### src/rtl/id_ex_hazard_ctrl.sv
// Hazard/stall sequencer for the ID/EX register: load-use stall, mult/div occupancy stall, taken-branch flush.
// Latency: zero-cycle combinational response to hazards; mdu stall spans MDU_LAT-1 cycles after accept.
// Backpressure: holds PC and IF/ID and bubbles ID/EX while stalled. Define HAZARD_PERF_CNT_EN to build the perf counters.
module id_ex_hazard_ctrl #(
    parameter int MDU_LAT = 4,
    parameter int CNT_W   = 16
) (
    input  logic             clk,
    input  logic             rst,
    input  logic [4:0]       id_rs,
    input  logic [4:0]       id_rt,
    input  logic             id_uses_rs,
    input  logic             id_uses_rt,
    input  logic             id_mdu_op,
    input  logic             ex_memread,
    input  logic [4:0]       ex_writeaddr,
    input  logic             ex_branch_taken,
    output logic             pc_stall,
    output logic             ifid_stall,
    output logic             ifid_flush,
    output logic             idex_stall,
    output logic             mdu_busy,
    output logic [CNT_W-1:0] stall_cycles,
    output logic [CNT_W-1:0] flush_count
);

    typedef enum logic {IDLE = 1'b0, BUSY = 1'b1} state_t;

    // Remaining BUSY cycles loaded on accept; a single-cycle mdu op never enters BUSY.
    localparam logic [3:0] LAT_M1 = 4'(MDU_LAT - 1);
    localparam bit         MULTI  = (MDU_LAT > 1);

    state_t     state, state_nxt;
    logic [3:0] cnt, cnt_nxt;
    logic       lu;
    logic       accept;

    // A load in EX writing a register the ID instruction reads; $0 never hazards.
    assign lu = ex_memread && (ex_writeaddr != 5'd0) &&
                ((id_uses_rs && (id_rs == ex_writeaddr)) ||
                 (id_uses_rt && (id_rt == ex_writeaddr)));

    // Mdu op only launches from IDLE when it is neither flushed nor held by a load-use stall.
    assign accept = (state == IDLE) && id_mdu_op && !ex_branch_taken && !lu;

    // State register: reset aborts any mdu sequence in progress.
    always_ff @(posedge clk) begin
        if (rst) begin
            state <= IDLE;
            cnt   <= 4'd0;
        end else begin
            state <= state_nxt;
            cnt   <= cnt_nxt;
        end
    end

    // Next-state logic: IDLE->BUSY on accept, BUSY counts down to the last occupied cycle.
    always_comb begin
        state_nxt = state;
        cnt_nxt   = cnt;
        case (state)
            IDLE: begin
                if (accept && MULTI) begin
                    state_nxt = BUSY;
                    cnt_nxt   = LAT_M1;
                end
            end
            BUSY: begin
                if (cnt == 4'd1) begin
                    state_nxt = IDLE;
                    cnt_nxt   = 4'd0;
                end else begin
                    cnt_nxt = cnt - 4'd1;
                end
            end
            default: begin
                state_nxt = IDLE;
                cnt_nxt   = 4'd0;
            end
        endcase
    end

    // Output logic: reset, then branch flush in IDLE, then BUSY stall, then load-use stall.
    always_comb begin
        pc_stall   = 1'b0;
        ifid_stall = 1'b0;
        ifid_flush = 1'b0;
        idex_stall = 1'b0;
        mdu_busy   = 1'b0;
        if (!rst) begin
            mdu_busy = (state == BUSY);
            if ((state == IDLE) && ex_branch_taken) begin
                ifid_flush = 1'b1;
                idex_stall = 1'b1;
            end else if (state == BUSY) begin
                pc_stall   = 1'b1;
                ifid_stall = 1'b1;
                idex_stall = 1'b1;
            end else if (lu) begin
                pc_stall   = 1'b1;
                ifid_stall = 1'b1;
                idex_stall = 1'b1;
            end
        end
    end

`ifdef HAZARD_PERF_CNT_EN
    logic [CNT_W-1:0] stall_q, flush_q;

    // Saturating perf counters for stalled-PC cycles and flush cycles.
    always_ff @(posedge clk) begin
        if (rst) begin
            stall_q <= '0;
            flush_q <= '0;
        end else begin
            if (pc_stall && (stall_q != '1)) stall_q <= stall_q + CNT_W'(1);
            if (ifid_flush && (flush_q != '1)) flush_q <= flush_q + CNT_W'(1);
        end
    end

    assign stall_cycles = stall_q;
    assign flush_count  = flush_q;
`else
    assign stall_cycles = '0;
    assign flush_count  = '0;
`endif

endmodule

### config.mk
export PLATFORM = sky130hd
export DESIGN_NAME = id_ex_hazard_ctrl
export DESIGN_NICKNAME = d
export VERILOG_FILES = /design/src/rtl/id_ex_hazard_ctrl.sv
export SDC_FILE = /design/constraint.sdc
export NUM_CORES = 1
export LEC_CHECK = 0
export CAP_MARGIN = 40
export CORE_MARGIN = 1.5
export CORE_UTILIZATION = 29
export CTS_CLUSTER_DIAMETER = 40
export CTS_CLUSTER_SIZE = 16
export DETAILED_ROUTE_END_ITERATION = 7
export PLACE_DENSITY = 0.74
export SKIP_CTS_REPAIR_TIMING = 1
export SYNTH_ARGS = -nofsm -noshare
export SYNTH_HDL_FRONTEND = slang
export SYNTH_SLANG_ARGS = --single-unit
export TNS_END_PERCENT = 20
### constraint.sdc
create_clock -name clk -period 1.69 [get_ports clk]
set_input_delay 0.338 -clock clk [delete_from_list [all_inputs] [get_ports clk]]
set_output_delay 0.338 -clock clk [all_outputs]
set_load 0.005 [all_outputs]
**Yosys cells after proc, flatten, opt, wreduce, memory -nomap -nowiden**

Cells that the tools add are included.

- Flip-flop bits (word level): 5
- Latch bits: 0
- Memory bits (writable): 0
- ROM bits: 0
- Input port bits: 22
- Output and inout port bits: 37
- Logic and storage cells: 35
- Memories: 0

- Add/subtract/negate cells: 1
- Multipliers: 0
- Div/mod/pow operators: 0
- Magnitude comparators: 0
- Equal/unequal tests: 4
- Shifts and indexed selects: 0
- Mux-type cells: 15
- Bitwise gates (word level): 1
- Reductions and logical operators: 12

Operator list:

| operator | number |
|---|---|
| 1-bit two-way mux | 11 |
| 5-bit equality test | 2 |
| 1-bit logical AND | 8 |
| 4-bit two-way mux | 2 |
| 4-bit one-hot mux with 2 select lines | 1 |
| 5-bit nonzero test | 1 |
| 4-bit by 1-bit equality test with 1-bit output (second input constant) | 1 |
| 4-bit by 1-bit subtractor with 4-bit output (second input constant) | 1 |
| 1-bit logical NOT | 2 |
| 2-bit inequality test (second input constant) | 1 |
| 1-bit one-hot mux with 2 select lines | 1 |
| 1-bit logical OR | 1 |
| 1-bit inverter | 1 |

**Logic depth before layout (Yosys ltp)**

Gate-level depths: netlist (run 1).

- Depth in word-level cells: 8
- Gate-level depth with buffers: 6

**Worst setup path before layout (run 1)**

No wires, ideal clock.

- Path kind: input to output
- Start: input ex_writeaddr[1]
- End: output pc_stall
- Arrival: 1.387 ns
- Required time: 1.352 ns
- Setup slack: -0.035 ns
- Stages on the path: 4
- Buffers on the path: 1
- Cell sequence: or4_4 -> o211ai_4 -> o22ai_1 -> buf_4

- Cells in the longest elaborated chain, start to end: 8
- Elaborated cells on any way between the ends: 12

RTL lines:

| element | RTL line | text |
|---|---|---|
| start: declaration | 16 | `input logic [4:0] ex_writeaddr,` |
| 5-bit equality test, on equally long branches | 40, 41 |  |
| 1-bit logical AND, on equally long branches | 40, 41 |  |
| 1-bit logical OR | 40 | `((id_uses_rs && (id_rs == ex_writeaddr)) \|\|` |
| 1-bit logical AND * | 39 | `assign lu = ex_memread && (ex_writeaddr != 5'd0) &&` |
| 1-bit two-way mux * (4 in a row) | -- |  |
| end: declaration | 18 | `output logic pc_stall,` |

Mark *: on every way between the ends. The rest lies on a longest branch, timed or not.

**Worst setup path after layout (run 1)**

- Start: input ex_writeaddr[3]
- End: output pc_stall

- Cells in the longest elaborated chain, start to end: 8
- Elaborated cells on any way between the ends: 12

RTL lines:

| element | RTL line | text |
|---|---|---|
| 5-bit equality test, on equally long branches | 40, 41 |  |
| 1-bit logical AND, on equally long branches | 40, 41 |  |
| 1-bit logical OR | 40 |  |
| 1-bit logical AND * | 39 |  |
| 1-bit two-way mux * | 99 | `end else if (lu) begin` |
| 1-bit two-way mux * | 95 | `end else if (state == BUSY) begin` |
| 1-bit two-way mux * | 92 | `if ((state == IDLE) && ex_branch_taken) begin` |
| 1-bit two-way mux * | 90 | `if (!rst) begin` |

Marked as above.

==> results of run 1 <==
[cell families (layout without fill, tap and decap cells)]
kind of cell	count (synthesis)	count (layout)	share of synthesized area, %
buffers and inverters	39	41	37.4
AND/OR/NAND/NOR	20	20	14.5
AO/OA/AOI/OAI	16	16	18.3
XOR/XNOR	10	10	12.1
flip-flops	5	5	13.8
adder cells (fa/ha/maj)	2	2	3.45
other	1	32	0.517
[state kept, by name, summed over array words and instances (netlist names)]
signal / flops
cnt: 4
state: 1
[cell usage in the layout (no fill, tap or decap), types with 2 or more instances in the layout]
cell and count:
clkbuf_2 7, dfxtp_1 5, nand4_1 2, nor2b_1 2
clkdlybuf4s50_1 4, buf_6 2, clkbuf_4 3, a31o_1 2
conb_1 32, xnor2_1 10, buf_4 6, ha_1 2
o22ai_2 2, inv_1 4, nand2_1 6, nor3_1 3
nor2_1 3, dlymetal6s2s_1 12, a21oi_1 5
[critical path, stage by stage]
cell	delay (ns)
buf_8	0.10
or4_4	0.54
o211ai_4	0.22
o22ai_2	0.12
buf_2	0.14
[report_power, final]
group | internal [µW] | switching [µW]
Combinational | 104 | 93.5
Sequential | 132 | 12.4
Clock | 90.3 | 64.7
[routing by layer]
layer / global-route usage [%] / wire, µm
met1: 13.8 / 595
met2: 19.0 / 662
met3: 5.37 / 175
met4: 2.56 / 14
met5: 0 / 0
[final timing paths]
kind         depth (start not counted)                   to  slack, ns
min reg2reg                          2  cnt[3]$_SDFFE_PP0P_       0.56
max                                  5             pc_stall       -0.1
max reg2reg                          5  cnt[1]$_SDFFE_PP0P_       0.38
min                                  2  cnt[3]$_SDFFE_PP0P_       0.56
[metrics by stage]
step | setup WS (ns) | total power (µW) | cell area [µm²] | TNS [ns]
after floorplan | -0.0210 | 310 | 848 | -0.0210
after global placement | -0.785 | 351 | 940 | -4.31
after detailed placement | -0.838 | 355 | 940 | -4.57
after CTS | -0.846 | 513 | 966 | -3.26
after global routing | -0.129 | 538 | 966 | -0.355
final | -0.0991 | 496 | 966 | -0.261
[final cells by class]
| cell class | count | area, µm² | area share, % |
|---|---|---|---|
| multi-input cells | 80 | 477 | 49.4 |
| inverters | 4 | 15.0 | 1.55 |
| clock buffers | 4 | 26.3 | 2.72 |
| well taps | 28 | 35.0 | 3.63 |
| flip-flops and latches | 5 | 100 | 10.4 |
| repair buffers | 33 | 313 | 32.4 |
==> results.sh, run 1 <==
export IMPL_syn_avg_cell_area_um2=7.80
export IMPL_netlist_instances=93
export IMPL_grt_overflow=0
export IMPL_crit_path_end_kind="output port"
export IMPL_antenna_cells=0
export IMPL_finalCritPeriodShare_pct=106
export IMPL_clk_pin_slew_ns=0.05
export IMPL_synth_area_um2=726
export IMPL_setup_viol_count_final=3
export IMPL_num_rows=17
export IMPL_async_flop_share_pct=0
export IMPL_violations="setup timing"
export IMPL_cts_buffers_inserted=3
export IMPL_first_pass_iters=4
export IMPL_power_density_nw_per_um2=514
export IMPL_port_buffers=26
export IMPL_netlist_area_leader_share_pct=34.1
export IMPL_ant_nets=0
export IMPL_hp_start="cnt[3]$_SDFFE_PP0P_"
export IMPL_ys_flop_type="dfxtp_1"
export IMPL_ctsRootBufferMaster="clkbuf_4"
export IMPL_synthTopCellsByCount="33 x buf_4, 10 x xnor2_1, 6 x nand2_1"
export IMPL_drv_cap=0
export IMPL_ir_drop_v=0.000384
export IMPL_path_class="primary input to output port"
export IMPL_utilization_pct=42.0
export IMPL_yosys_area_top_type="buf_4"
export IMPL_status="finished, violations left"
export IMPL_cp_max_fo=3
export IMPL_worstReg2RegStart="cnt[0]$_SDFFE_PP0P_"
export IMPL_gp_congestion=0.760
export IMPL_synth_cell_types=28
export IMPL_yosys_top_cells_area="buf_4 34%, dfxtp_1 14%, xnor2_1 12%, a21oi_1 3.4%, ha_1 3.4%"
export IMPL_drc=0
export IMPL_grt_pass1_wl_um=2420
export IMPL_fmax_mhz=559
export IMPL_critPathLaunchType="primary input"
export IMPL_via_count=641
export IMPL_yosysMostFrequentCell="buf_4"
export IMPL_hold_violations=0
export IMPL_area_growth_pct=33.1
export IMPL_dpl_hpwl_um=1210
export IMPL_ys_ff_latch=5
export IMPL_seq_area_frac_synth_pct=13.8
export IMPL_nFillCells=228
export IMPL_drive_gt1_share_pct=19.8
export IMPL_groute_usage_overall_pct=11.6
export IMPL_holdWs_ns=0.561
export IMPL_start_util_pct=31.6
export IMPL_min_path_type="register to register"
export IMPL_fin_crit_ns=1.79
export IMPL_arrival_ns=1.45
export IMPL_core_um2=2300
export IMPL_yosys_warnings=0
export IMPL_cts_num_sinks=5
export IMPL_startpoint="ex_writeaddr[3]"
export IMPL_nets=151
export IMPL_cts_htree_levels=1
export IMPL_final_cells=154
export IMPL_clock_path_buffers=2
export IMPL_wl_per_cell_um=9.40
export IMPL_grt_max_degree=11
export IMPL_ios=59
export IMPL_p_leak_uw=0.000556
export IMPL_drtIter0Drc=5
export IMPL_grt_pass1_vias=587
export IMPL_die_height_um=53.0
export IMPL_dp_cells=150
export IMPL_skew_ns=0.00523
export IMPL_wirelength_um=1450
export IMPL_maxSlewViolCount=0
export IMPL_setup_ws_ns=-0.0991
export IMPL_die_x_um=53.0
export IMPL_via_per_inst=4.16
export IMPL_synth_edf_count=0
export IMPL_tritoncts="done"
export IMPL_clk_latency_ns=0.26
export IMPL_die_area_um2=2810
export IMPL_required_ns=1.35
export IMPL_antenna_found_initial=0
export IMPL_rsz0062_at_grt="true"
Note: power is estimated with default switching activity, not from simulation.
==> run 2, diff against run 1 <==
- CAP_MARGIN: 40 -> unset
==> results of run 2 <==
Final layout, timing and power as in run 1 (identical DEF).
==> run 3, diff against run 2 <==
- CORE_UTILIZATION: 29 -> 28
- PLACE_DENSITY: 0.74 -> 0.69
- clock period: 1.69 -> 2.06 ns (I/O delays scaled with it)
==> run 3 against run 2 <==
The run now ends clean; clock power fell by 22%; critical path depth fell by 1; setup slack improved by 0.14 ns; critical path type unchanged; critical endpoint is now mdu_busy.
==> results.sh, run 3 (synthesis gave the netlist of run 1 again) <==
export IMPL_regMostFlops="cnt"
export IMPL_clock_path_buffers=2
export IMPL_grt_busiest_layer="met2"
export IMPL_pre_cts_ws_ns=-0.644
export IMPL_drive_gt1_share_pct=15.2
export IMPL_grt_overflow=0
export IMPL_place_area_um2=921
export IMPL_die_height_um=53.9
export IMPL_first_pass_iters=4
export IMPL_final_area_um2=998
export IMPL_core_um2=2450
export IMPL_via_per_inst=4.06
export IMPL_skew_ns=0.00541
export IMPL_hold_violations=0
export IMPL_drc=0
export IMPL_fmax_mhz=495
export IMPL_drv_cap=0
export IMPL_top_regs="cnt x4, state x1"
export IMPL_grt_pass1_wl_um=2060
export IMPL_power_density_nw_per_um2=402
export IMPL_final_common_cell="conb_1"
export IMPL_grt_pass1_vias=511
export IMPL_dp_cells=150
export IMPL_dpl_hpwl_um=1220
export IMPL_cts_htree_levels=1
export IMPL_wirelength_um=1550
export IMPL_clk_pin_slew_ns=0.04
export IMPL_met3_usage_pct=6.94
export IMPL_hp_start="cnt[2]$_SDFFE_PP0P_"
export IMPL_use_met2_pct=18.1
export IMPL_arrival_ns=1.61
export IMPL_grt_max_degree=11
export IMPL_cts_num_sinks=5
export IMPL_finalCritPeriodShare_pct=98.0
export IMPL_area_growth_pct=37.6
export IMPL_start_util_pct=29.6
export IMPL_p_leak_uw=0.000570
export IMPL_ctsRootBufferMaster="clkbuf_4"
export IMPL_final_cells=155
export IMPL_setup_ws_ns=0.0406
export IMPL_port_buffers=26
export IMPL_min_path_type="register to register"
export IMPL_layout_common_cells="32 x conb_1, 16 x dlymetal6s2s_1, 10 x xnor2_1"
export IMPL_rsz0062_at_grt="false"
export IMPL_met1_usage_pct=9.17
export IMPL_crit_path_end_kind="output port"
export IMPL_ios=59
export IMPL_via_count=629
export IMPL_critPathLaunchType="primary input"
export IMPL_startpoint="rst"
export IMPL_groute_usage_overall_pct=10.4
export IMPL_nets=150
export IMPL_gp_congestion=0.783
export IMPL_path_class="primary input to output port"
export IMPL_largest_register_ffs=4
export IMPL_ant_nets=0
export IMPL_fin_crit_ns=2.02
export IMPL_antenna_found_initial=0
export IMPL_cts_buffers_inserted=3
export IMPL_status="finished clean"
export IMPL_worstReg2RegStart="cnt[0]$_SDFFE_PP0P_"
export IMPL_cp_max_fo=10
export IMPL_die_x_um=53.9
export IMPL_maxSlewViolCount=0
export IMPL_wl_per_cell_um=9.97
export IMPL_ir_drop_v=0.000299
export IMPL_num_rows=18
export IMPL_antenna_cells=0
export IMPL_clk_latency_ns=0.25
export IMPL_required_ns=1.65
export IMPL_tritoncts="done"
export IMPL_die_area_um2=2910
export IMPL_utilization_pct=40.7
export IMPL_drtIter0Drc=6
export IMPL_tns_ns=0
export IMPL_setup_viol_count_final=0
export IMPL_ff2ff_setup_slack_ns=0.77
-- run 3: cell types whose count changed in the layout (fill, tap and decap cells not counted), sizes merged --
| cell | before | now |
|---|---|---|
| buf | 10 | 7 |
| clkbuf | 11 | 6 |
| clkdlybuf4s50 | 4 | 7 |
| dlymetal6s2s | 12 | 16 |
-- run 3: critical path, stage by stage --
cell,delay [ns]
clkdlybuf4s50_1,0.45
buf_6,0.16
nor2_1,0.08
clkdlybuf4s50_1,0.50
-- run 3: metrics by stage --
stage,total power [µW],hold slack [ns]
after CTS,408,0.562
after global routing,437,0.580
after detailed placement,285,0.557
after floorplan,253,0.525
final,402,0.559
after global placement,282,0.539
-- run 3: area by class of cell --
type	count	area, µm²
clock buffers	4	26.3
fillers	272	1460
inverters	4	15.0
multi-input cells	80	485
flip-flops and latches	5	100
well taps	30	37.5
repair buffers	32	334
-- run 3: final timing paths --
kind,cells after the start,endpoint
hold reg to reg,2,cnt[2]$_SDFFE_PP0P_
hold / removal,2,cnt[2]$_SDFFE_PP0P_
setup reg to reg,5,cnt[1]$_SDFFE_PP0P_
setup / recovery,4,mdu_busy
-- run 3: where the power goes --
part	total (µW)	leakage, µW	switching (µW)	internal [µW]
clock	121	0.0000150	47.0	73.6
sequential	121	0.0000413	12.7	108
combinational	160	0.000514	75.4	84.5
-- run 3: metal layers --
metal / routed length, µm / part of all wire (%)
met5: 0 / 0
met4: 24 / 1.6
met3: 173 / 11
met2: 804 / 52
met1: 542 / 35
==> edit 1, RTL diff (config.mk and constraints of run 2) <==
The option `HAZARD_PERF_CNT_EN` is turned on by a define.
--- a/src/rtl/id_ex_hazard_ctrl.sv
+++ b/src/rtl/id_ex_hazard_ctrl.sv
@@ -1,6 +1,8 @@
 // Hazard/stall sequencer for the ID/EX register: load-use stall, mult/div occupancy stall, taken-branch flush.
 // Latency: zero-cycle combinational response to hazards; mdu stall spans MDU_LAT-1 cycles after accept.
 // Backpressure: holds PC and IF/ID and bubbles ID/EX while stalled. Define HAZARD_PERF_CNT_EN to build the perf counters.
+`define HAZARD_PERF_CNT_EN
+
 module id_ex_hazard_ctrl #(
     parameter int MDU_LAT = 4,
     parameter int CNT_W   = 16
Function: changed (Yosys sat finds a counterexample within 4 cycles, from zero or initial values and one cycle with rst high).
==> edit 1 against run 2 <==
  * Wire length rose to 4.1 times the old value
  * Area after synthesis rose to 2.7 times the old value
  * Sequential cell count rose by 32
  * Synthesized cell count rose by 150%
  * Critical path type unchanged
  * The run ends with DRC, setup timing left
  * Worst setup slack got worse by 170 ps
  * Cell count rose to 2.8 times the old value
  * Power rose to 4.2 times the old value
  * Sequential power rose to 6.3 times the old value
  * Cell area rose to 3.7 times the old value
  * Sequential share of layout area rose by 11 points
==> edit 1: results (changes against run 2) <==
Status
  – Outcome: finished with violations
  – Failing checks: DRC, setup timing

Global route
  – First-pass GRT wire length: 9000 um (+270%)
  – Routing usage on met3: 3.31% (-2.1 points)
  – Gr usage total: 15.0% (+3.4 points)

Route
  – Met2 routed WL: 3060 um (+360%)
  – Via count: 2145 (+230%)
  – Post-DR vias/cell: 5.04 (+21%)
  – Post-route DRC: 3 (+3)

Synth
  – Post-synthesis adder-cell area fraction: 2.54% (-0.90 points)
  – Mux contribution to synthesized area: 1.02% (+1.0 points)
  – Top-count cell post-synth: dfxtp_1
  – Share of the yosys chip area belonging to registers: 37.7% (+24 points)
  – Synth Area in Compound Gates: 18.4% (+0.11 points)

Layout
  – Final net count: 374 (+150%)
  – FILL cells: 566 (+150%)

Worst setup path
  – Worst Setup SP: ex_writeaddr[1]
  – Arrival @ worst endpoint: 1630 ps (+180 ps)
  – RR Endpoint: stall_cycles[8]
  – R2R setup slack: -200 ps (-580 ps)
  – Worst-case reg-to-reg path depth: 7 (+2)

STA
  – Fin Hold WS: 494 ps (-66.8 ps)
  – Setup-failing EPs final: 23 (+20)
  – Fin worst setup slack: -274 ps (-175 ps)
  – Clock Skew: 10.8 ps (+5.62 ps)

Power and ir drop
  – Worst ir drop on vdd: 278 uV (-28%)

Clocking
  – Clock transition at path regs: 80 ps (+30 ps)

Worst hold path
  – Hold Path Depth: 1 (-1)

Place
  – Post-placement setup slack: -1010 ps (-177 ps)
  – DP Cell Count: 409 (+170%)
  – DPL Wire Length: 3960 um (+230%)
[edit 1: worst reg2reg max path, cell delays in order (launching register included)]
cell and delay, ps:
dfxtp_2 330, and4_4 190, and3_4 150, and3_4 150, a31o_4 250, buf_4 160, or4_4 480, a21oi_2 120
[edit 1: cell type report]
cell class / count / area, um2 / share of cell area, %
Multi-Input combinational cell: 172 / 1400 / 39.1
Tap cell: 77 / 96.3 / 2.69
Clock buffer: 6 / 82.6 / 2.30
Sequential cell: 37 / 752 / 21.0
Inverter: 6 / 22.5 / 0.628
Timing Repair Buffer: 126 / 1190 / 33.2
Clock inverter: 2 / 37.5 / 1.05
[edit 1: power groups by stage]
stage | Combinational, mW | Sequential (mW) | Clock (mW)
after floorplan | 0.151 | 0.923 | 0
after global placement | 0.274 | 0.923 | 0
after detailed placement | 0.280 | 0.924 | 0
after CTS | 0.282 | 0.903 | 0.830
after global routing | 0.411 | 0.910 | 0.880
final | 0.378 | 0.908 | 0.820
==> edit 2, RTL diff (config.mk and constraints of run 2) <==
Made on the original files. Change the parameter `CNT_W` from 16 to 32.
--- a/src/rtl/id_ex_hazard_ctrl.sv
+++ b/src/rtl/id_ex_hazard_ctrl.sv
@@ -3,7 +3,7 @@
 // Backpressure: holds PC and IF/ID and bubbles ID/EX while stalled. Define HAZARD_PERF_CNT_EN to build the perf counters.
 module id_ex_hazard_ctrl #(
     parameter int MDU_LAT = 4,
-    parameter int CNT_W   = 16
+    parameter int CNT_W   = 32
 ) (
     input  logic             clk,
     input  logic             rst,
Interface: changed (resized flush_count and stall_cycles); port bits go from 59 to 91. No check against the original RTL was run, so the function may have changed too.
==> edit 2 against run 2 <==
  * The flow still finishes with violations (setup timing)
  * Critical endpoint is now ifid_stall
  * Count of clock-buffer cells in the layout unchanged
  * Sequential cell count unchanged
  * Power up 2.7%
  * Area after synthesis up 33%
  * Cell area up 20%
  * Via count up 13%
  * First-iteration DRC count rose to 4.6 times the old value
  * Worst setup slack worse by 14 ps
  * Highest routed layer is now met3
  * Wire length up 18%
==> edit 2: results (changes against run 2) <==
Worst setup path
  – Worst Setup SP: ex_writeaddr[4]
  – Worst R2R Start: cnt[1]
  – Worst-case reg-to-reg path depth: 6 (+1)
  – RR Endpoint: state
  – Worst Setup EP: ifid_stall
  – Arrival @ worst endpoint: 1470 ps (+20 ps)
  – R2R setup slack: 400 ps (+20 ps)

Status
  – Outcome: finished with violations
  – Failing checks: setup timing

Layout
  – Top flop regs: cnt (4), state (1)
  – Nonclk inv count: 4 (unchanged)
  – Layout cells sized above 1: 15.5% (-4.3 points)
  – Final net count: 186 (+23%)
  – Final cell count without fillers: 205 (+33%)
  – Clock-cell share of area: 2.27% (-0.45 points)
  – Fraction of area in multi-input gates: 51.9% (+2.6 points)
  – FILL cells: 348 (+53%)
  – Buffering overhead: 31.1% (-1.3 points)
  – Buffers, non-clock: 36 (+9.1%)
  – Post-layout instance area: 1160 um2 (+20%)
  – Multi-Input Combinational: 112 (+40%)
  – Register share of the cell area: 8.66% (-1.7 points)

Place
  – Placed Area: 1090 um2 (+16%)
  – Placer Congestion: 0.785 (+3.2%)
  – Post-placement setup slack: -826 ps (+11.6 ps)
  – DPL Wire Length: 1420 um (+17%)
  – Number of I/O port buffers: 26 (unchanged)
  – DP Cell Count: 199 (+33%)

Route
  – DR WL met3: 185 um (+5.7%)
  – Met1 WL: 583 um (-2.0%)
  – Post-DR vias/cell: 3.53 (-15%)
  – Initial drt markers: 23 (+18)
  – Highest routed layer: met3
  – WL final: 1710 um (+18%)
  – Met2 routed WL: 943 um (+42%)

STA
  – Fin Hold WS: 558 ps (-2.84 ps)
  – Fin worst setup slack: -113 ps (-14.2 ps)
  – Setup_tns: -262 ps (-1.45 ps)
  – Setup-failing EPs final: 3 (unchanged)
  – Clock Skew: 1.58 ps (-3.65 ps)

Synth
  – YS warnings: 0 (unchanged)
  – Syn avg cell area: 7.73 um2 (-0.97%)
  – XOR/XNOR Fraction of Synth Area: 9.07% (-3.0 points)
  – Synth Area in Compound Gates: 13.7% (-4.5 points)
  – Synth area leaders: buf_4 (51%), dfxtp_1 (10%), xnor2_1 (9.1%)
  – Post-synthesis adder-cell area fraction: 2.59% (-0.86 points)
  – Share of the yosys chip area belonging to registers: 10.4% (-3.4 points)
  – Post-synth top cells: buf_4 (65), xnor2_1 (10), nand2_1 (6)

Die
  – Core box area: 3100 um2 (+35%)

Power and ir drop
  – P_sw: 176 uW (+2.9%)
  – Lkg Pwr: 0.695 nW (+25%)
  – Worst ir drop on vdd: 144 uV (-62%)

Global route
  – First-pass GRT wire length: 2180 um (-10%)
  – Gr usage total: 7.86% (-3.7 points)
  – Number of global-route vias before repair: 553 (-5.8%)

Clocking
  – Clk Latency, worst-skew pair: 240 ps (-20 ps)
  – TritonCTS buffer count: 3 (unchanged)

Worst hold path
  – Hold Path Sink: cnt[3]
## edit 2: cell types whose count changed after synthesis
cell   change
buf_4     +32
## edit 2: power groups by stage
| stage | registers, mW | logic (mW) | clock network (mW) |
|---|---|---|---|
| final | 0.145 | 0.227 | 0.138 |
| after global routing | 0.146 | 0.259 | 0.150 |
| after detailed placement | 0.147 | 0.229 | 0 |
| after global placement | 0.147 | 0.227 | 0 |
| after floorplan | 0.142 | 0.237 | 0 |
| after CTS | 0.145 | 0.230 | 0.144 |
## edit 2: cells by family (layout without fill, tap and decap cells)
group	Yosys count	after routing
buffers and inverters	71	44
AND/OR/NAND/NOR	20	20
AO/OA/AOI/OAI	16	16
XOR/XNOR	10	10
flip-flops	5	5
adder cells (fa/ha/maj)	2	2
other	1	64
## edit 2: routing by layer
layer / vias up / global-route usage, %
met5: - / 0
li1: 351 / -
met4: 0 / 3.42
met1: 321 / 8.88
met3: 0 / 2.35
met2: 51 / 13.7
